[config.mk]
export PLATFORM = sky130hd
export DESIGN_NAME = md_seq_unit
export DESIGN_NICKNAME = d
export VERILOG_FILES = /design/src/rtl/md_seq_unit.sv
export SDC_FILE = /design/constraint.sdc
export NUM_CORES = 1
export LEC_CHECK = 0
export CAP_MARGIN = 15
export CORE_AREA = 2 2 162 164
export CTS_CLUSTER_SIZE = 24
export DETAILED_ROUTE_END_ITERATION = 8
export DIE_AREA = 0 0 164 166
export PLACE_DENSITY = 0.78
export SETUP_SLACK_MARGIN = 0.1
export SLEW_MARGIN = 20
export SYNTH_ARGS = -nofsm -noshare
export SYNTH_HDL_FRONTEND = slang
export SYNTH_SLANG_ARGS = --single-unit
[constraint.sdc]
create_clock -name clk -period 9.45 [get_ports clk]
set_input_delay 1.89 -clock clk [delete_from_list [all_inputs] [get_ports clk]]
set_output_delay 1.89 -clock clk [all_outputs]
set_load 0.1 [all_outputs]
[src/rtl/md_seq_unit.sv]
// md_seq_unit: sequential signed/unsigned multiply/divide unit that owns the
// architectural HI/LO registers. One iteration per cycle for WIDTH cycles,
// followed by a single sign-correction cycle that publishes the result.
module md_seq_unit #(
    parameter int WIDTH = 32
) (
    input  logic             clk,
    input  logic             reset,
    input  logic             start,
    input  logic [1:0]       op,
    input  logic [WIDTH-1:0] a,
    input  logic [WIDTH-1:0] b,
    input  logic             hi_we,
    input  logic             lo_we,
    input  logic [WIDTH-1:0] wdata,
    output logic             busy,
    output logic             done,
    output logic             div_zero,
    output logic [WIDTH-1:0] hi,
    output logic [WIDTH-1:0] lo
);

    localparam int CW = $clog2(WIDTH);

    typedef enum logic [1:0] {
        IDLE = 2'd0,
        CALC = 2'd1,
        FIX  = 2'd2
    } state_t;

    state_t             state_q;
    state_t             state_next;

    // Latched operation context.
    logic               is_div_q;   // op[1]: divide rather than multiply
    logic               neg_q;      // sa ^ sb: negate product / quotient
    logic               sa_q;       // dividend sign: negate remainder
    logic               bzero_q;    // divisor was zero
    logic [WIDTH-1:0]   b_mag_q;    // multiplicand / divisor magnitude
    logic [CW-1:0]      cnt_q;

    // Shared accumulator: upper half is partial product / remainder, lower
    // half is multiplier (shifted out) / dividend-becoming-quotient.
    logic [2*WIDTH-1:0] acc_q;

    // Sign flags and operand magnitudes at start.
    logic               sa;
    logic               sb;
    logic [WIDTH-1:0]   a_mag;
    logic [WIDTH-1:0]   b_mag;

    // One multiply iteration and one divide iteration.
    logic [WIDTH:0]     mul_sum;
    logic [2*WIDTH-1:0] mul_next;
    logic [WIDTH:0]     div_shift;
    logic               div_ge;
    logic [WIDTH-1:0]   div_diff;
    logic [2*WIDTH-1:0] div_next;

    // Sign-corrected results.
    logic [2*WIDTH-1:0] prod_fix;
    logic [WIDTH-1:0]   quot_fix;
    logic [WIDTH-1:0]   rem_fix;

    // Operand sign extraction and magnitude computation.
    always_comb begin
        sa    = a[WIDTH-1] & ~op[0];
        sb    = b[WIDTH-1] & ~op[0];
        a_mag = sa ? (~a + 1'b1) : a;
        b_mag = sb ? (~b + 1'b1) : b;
    end

    // Iteration step for both algorithms plus final sign correction.
    always_comb begin
        // NOTE: every signal written in a combinational block gets a value on
        // every path (defaults first); otherwise synthesis infers a latch.
        mul_sum   = {1'b0, acc_q[2*WIDTH-1:WIDTH]}
                  + (acc_q[0] ? {1'b0, b_mag_q} : '0);
        mul_next  = {mul_sum, acc_q[WIDTH-1:1]};

        div_shift = {acc_q[2*WIDTH-1:WIDTH], acc_q[WIDTH-1]};
        div_ge    = div_shift >= {1'b0, b_mag_q};
        // When div_ge holds, the true difference is below the divisor and
        // therefore fits in WIDTH bits, so a WIDTH-bit subtract is exact.
        div_diff  = div_shift[WIDTH-1:0] - b_mag_q;
        div_next  = {(div_ge ? div_diff : div_shift[WIDTH-1:0]),
                     acc_q[WIDTH-2:0], div_ge};

        prod_fix  = neg_q ? (~acc_q + 1'b1) : acc_q;
        quot_fix  = neg_q ? (~acc_q[WIDTH-1:0] + 1'b1) : acc_q[WIDTH-1:0];
        // With a zero divisor every step subtracts nothing, so the remainder
        // ends up holding the dividend magnitude; re-applying sa restores the
        // dividend exactly as sampled.
        rem_fix   = sa_q ? (~acc_q[2*WIDTH-1:WIDTH] + 1'b1)
                         : acc_q[2*WIDTH-1:WIDTH];
    end

    // State register.
    always_ff @(posedge clk) begin
        // NOTE: clocked state uses non-blocking assignments so every register
        // samples pre-edge values regardless of statement order.
        if (reset) state_q <= IDLE;
        else       state_q <= state_next;
    end

    // Next-state logic.
    always_comb begin
        state_next = state_q;
        case (state_q)
            IDLE:    if (start) state_next = CALC;
            CALC:    if (cnt_q == CW'(WIDTH - 1)) state_next = FIX;
            FIX:     state_next = IDLE;
            default: state_next = IDLE;
        endcase
    end

    // Output decode.
    always_comb begin
        busy = (state_q != IDLE);
    end

    // Datapath: operand capture, iteration, result publication, HI/LO writes.
    always_ff @(posedge clk) begin
        if (reset) begin
            is_div_q <= 1'b0;
            neg_q    <= 1'b0;
            sa_q     <= 1'b0;
            bzero_q  <= 1'b0;
            b_mag_q  <= '0;
            cnt_q    <= '0;
            acc_q    <= '0;
            done     <= 1'b0;
            div_zero <= 1'b0;
            hi       <= '0;
            lo       <= '0;
        end else begin
            done <= 1'b0;
            case (state_q)
                IDLE: begin
                    if (start) begin
                        is_div_q <= op[1];
                        neg_q    <= sa ^ sb;
                        sa_q     <= sa;
                        bzero_q  <= (b == '0);
                        b_mag_q  <= b_mag;
                        cnt_q    <= '0;
                        acc_q    <= {{WIDTH{1'b0}}, a_mag};
                    end else begin
                        if (hi_we) hi <= wdata;
                        if (lo_we) lo <= wdata;
                    end
                end
                CALC: begin
                    acc_q <= is_div_q ? div_next : mul_next;
                    cnt_q <= cnt_q + 1'b1;
                end
                FIX: begin
                    done <= 1'b1;
                    if (!is_div_q) begin
                        hi       <= prod_fix[2*WIDTH-1:WIDTH];
                        lo       <= prod_fix[WIDTH-1:0];
                        div_zero <= 1'b0;
                    end else if (bzero_q) begin
                        hi       <= rem_fix;
                        lo       <= '1;
                        div_zero <= 1'b1;
                    end else begin
                        hi       <= rem_fix;
                        lo       <= quot_fix;
                        div_zero <= 1'b0;
                    end
                end
                default: ;
            endcase
        end
    end

endmodule

Yosys cells after proc, flatten, opt, wreduce, memory -nomap -nowiden --
Index checks and enable logic that the tools add are counted.
Word-level totals: flip-flop bits (word level) 173, input port bits 103, output and inout bits 67, logic and storage cells 75
Operators by class: $add $sub $neg 8, order comparisons 1, equal/unequal tests 8, muxes and demuxes 27, bitwise logic cells 9, reduce and logical (&&, ||, !) cells 10
Operator list (count):
- two-way mux 32 bit | 13
- two-way mux 64 bit | 3
- adder 32 x 1 -> 32 bit, second input constant | 4
- inverter 32 bit | 4
- one-hot mux 32 bit (2 select lines) | 2
- one-hot mux 64 bit (2 select lines) | 1
- adder 64 x 1 -> 64 bit, second input constant | 1
- inverter 64 bit | 1
- adder 32 x 32 -> 33 bit | 1
- >= comparator 33 x 32 -> 1 bit | 1
- logical NOT 32 bit | 1
- subtractor 32 bit | 1
- inequality test 2 bit, second input constant | 5
- one-hot mux 5 bit (2 select lines) | 1
- AND reduction 2 bit | 3
- AND reduction 3 bit | 2
- nonzero test 2 bit | 3
- adder 5 x 1 -> 5 bit, second input constant | 1
- == test 5 bit, second input constant | 1
- two-way mux 5 bit | 1
- two-way mux 2 bit | 2
- one-hot mux 2 bit (2 select lines) | 1
- two-way mux 1 bit | 3
- AND 1 bit | 2
- other kinds (5) | 5

Longest topological paths before layout --
depth in word-level cells 6, mapped depth 13, depth with buffers taken out 13

Least setup slack after synthesis --
No wires, ideal clock.
path kind input to register, from input b[0], to register b_mag_q[30], library setup time 0.086 ns, arrival 4.521 ns, data required time 9.364 ns, slack 4.844 ns, cell stages on the path 11, path buffers 0, path through inv_1 > ha_1 > or4b_2 > or3_1 > nor2_1 > nand2_1 > nor4_1 > nand2_1 > o41ai_1 > xor2_1 > a211oi_1
On the way: longest elaborated chain between the ends 3
Ends and longest elaborated chain:
- start, declared | RTL line 12 | input logic [WIDTH-1:0] b,
- inverter 32 bit | RTL line 70 | b_mag = sb ? (~b + 1'b1) : b;
- adder 32 x 1 -> 32 bit | RTL line 70
- two-way mux 32 bit | RTL line 70
- end signal, assigned | RTL line 145 | b_mag_q <= b_mag;
- end, declared | RTL line 39 | logic [WIDTH-1:0] b_mag_q;
Every way passes these cells. A chain may end at the register's enable or synchronous reset.

Final worst setup path --
Ends and elaborated chain as after synthesis.

==> metrics.txt <==
Max-cap violations 0; Hold Violations, Final 0; RePlAce Congestion 1.00; CTS max path bufs 2; Clock Latency Late Sink 0.45 ns; Post-Syn Area 13,900 sq um; biggest area consumer among synthesized cells dfxtp_1; Num CTS Buffers 17; GRT Residual Overflow 0; RSZ-0062 raised after global routing no; clock root buffer clkbuf_16; Filler Cell Count 2,241; Seq cells post-synth 173; Cells after Synth 1,818; Seq/Total Area, Yosys 25.0%; Setup Skew 0.0172 ns; dpl hpwl 34,600 um; H-Tree Depth 4; Post-synth EDFFs 0; core area 25,600 sq um; Required @ worst endpoint 9.81 ns; Initial DRC Count 1,455; design area 16,200 sq um; Setup CP Type input pin to flop; internal reg-to-reg setup slack 5.17 ns; nets 2,072; YS warnings 0; critical path endpoint category flop; site row count 59; post-synthesis async set-or-reset flop share 0%; DP Area 15,700 sq um; ys flop type dfxtp_1; syn_area_per_cell 7.63 sq um; number of global-route vias before repair 13,156; most frequent cells in the layout nor2_1 (191), dfxtp_1 (172), clkdlybuf4s50_1 (168), nand2_1 (164), a211oi_1 (125); die area 27,200 sq um; leakage power 6.15 nW; io pins 170; final period utilization 54.0%; initial antenna violation count 1; ANT cells 0; Slew @ Worst Pin 1.11 ns; Max FO, Critical Path 5; cts hold-fix bufs 0; HP Class flop to flop; ANT nets after route 0; final core occ 63.4%; All-Layer GR Usage 32.7%; Layout area overhead 17.1%; number of vias per cell 6.31; CTS tree built; r2r endpoint acc_q[62]; Clock Pin Slew Worst Setup and Hold Paths 0.07 ns; Critical Path Source Type input pin; fraction of layout cells with a size suffix above 1 4.40%; DR WL/cell 20.4 um; peak supply drop 0.0926 mV; Routed Wire Length 45,700 um; Distinct cells, synth 66; fmax 196 MHz; Die Wd 164 um; largest net degree at the start of global routing 73; PwrDens 139 nW/um^2; Post-CTS Setup Inserts 0; Final TNS setup 0 ns; relative slew slack 26.1%; Die Y-Extent 166 um; worst-case reg-to-reg path depth 13; hold depth 2; PortBufs 169; Final setup violation count 0; worst reg2reg startpoint acc_q[0]; Final Max Tran Viols 0; total clock sinks 173; DRC viols 0; synth top area cells dfxtp_1 (25%), a211oi_1 (6.8%), ha_1 (6.3%), mux2i_1 (5.9%), xnor2_1 (5.6%); Synth top area share 25.0%; CTS-repair resized insts 0; global-route wire length before repair 71,100 um; Worst Hold End b_mag_q[31]; outcome completed; most common cell after layout, fill and taps aside nor2_1; hold_sp b_mag_q[31]; drt pass-1 iters 7; Post-Syn Nets 1,993; Initial Util 54.1%; Tmin final 5.10 ns; crit path DAT 5.46 ns; vias post-DR 14,176
==> worst max path at each step <==
stage	startpoint	to	slack, ns
4_1_cts	b[0]	b_mag_q[30]	4.39
6_report	b[0]	b_mag_q[30]	4.35
3_3_place_gp	b[0]	b_mag_q[30]	4.08
3_5_place_dp	b[0]	b_mag_q[30]	3.94
5_1_grt	b[0]	b_mag_q[30]	4.00
2_1_floorplan	b[0]	b_mag_q[30]	4.84
==> per-layer routing <==
metal  up-vias  GRT usage [%]  wire [um]
met5         -              0         12
met4         2           17.5       2570
met3       106           4.45       3410
met2       602           51.4      20400
met1      6664           43.4      19300
li1       6802              -          -
==> cell type report <==
type | instances | area [sq um] | area share [%]
repair buffers | 182 | 1790 | 11.0
well taps | 335 | 419 | 2.58
flip-flops and latches | 173 | 3460 | 21.3
clock buffers | 18 | 439 | 2.70
clock inverters | 14 | 128 | 0.786
inverters | 69 | 259 | 1.60
multi-input cells | 1454 | 9740 | 60.0
==> sequential cells by signal (all words and copies together) (netlist names) <==
register and count:
acc_q 64, b_mag_q 32, bzero_q 1, cnt_q 5
div_zero 1, done 1, hi 32, is_div_q 1
lo 32, neg_q 1, sa_q 1, state_q 2
==> Yosys cell counts (11+ instances only) <==
cell type,n
nand2_1,165
nor2b_1,24
mux2i_1,82
a311oi_1,29
o21a_1,13
inv_1,69
o211ai_1,15
xor2_1,76
nand2b_1,17
or3_1,24
a31oi_1,22
nor3_1,31
o21ai_0,111
nor4_1,15
xnor2_1,88
nor2_1,193
clkbuf_1,111
ha_1,70
a21oi_1,103
a211oi_1,125
a221oi_1,14
dfxtp_1,173
and3_1,17
a22o_1,11
nand3_1,20
or4_1,17
a21o_1,29
o31ai_1,27
==> cell families (layout without fill, tap and decap cells) <==
family	after synthesis	in the layout	share of synthesized area, %
AOI/OAI and AO/OA	570	570	27.7
xor gates and xnor gates	164	164	10.4
adders and majority gates	72	72	6.60
buffers and inverters	191	283	5.25
DFF	173	173	25.0
muxes	83	83	6.00
and+or+nand+nor	565	565	19.1
==> worst max-delay path, stage by stage <==
cell and delay (ns):
clkdlybuf4s50_1 0.47, inv_1 0.09, ha_1 0.19, or4b_2 0.62, or3_1 0.37, nor2_1 0.20, nand2_1 0.12, nor4_1 0.52
nand2_1 0.25, o41ai_1 0.42, xor2_1 0.11, a211oi_1 0.22
==> per-stage QoR <==
| step | instances | power (mW) | hold WS (ns) | setup slack [ns] |
|---|---|---|---|---|
| floorplan | 1818 | 1.34 | 0.429 | 4.84 |
| global placement | 2213 | 1.54 | 0.446 | 4.08 |
| detailed placement | 2213 | 1.55 | 0.446 | 3.94 |
| CTS | 2245 | 2.24 | 0.456 | 4.39 |
| global route | 2245 | 2.34 | 0.477 | 4.00 |
| finish | 2245 | 2.25 | 0.455 | 4.35 |
==> power by group <==
group	total (mW)	internal, mW	switching (mW)
logic	0.720	0.262	0.458
registers	0.832	0.775	0.0567
clock network	0.699	0.356	0.344
Power figures use the tool's default switching activity.
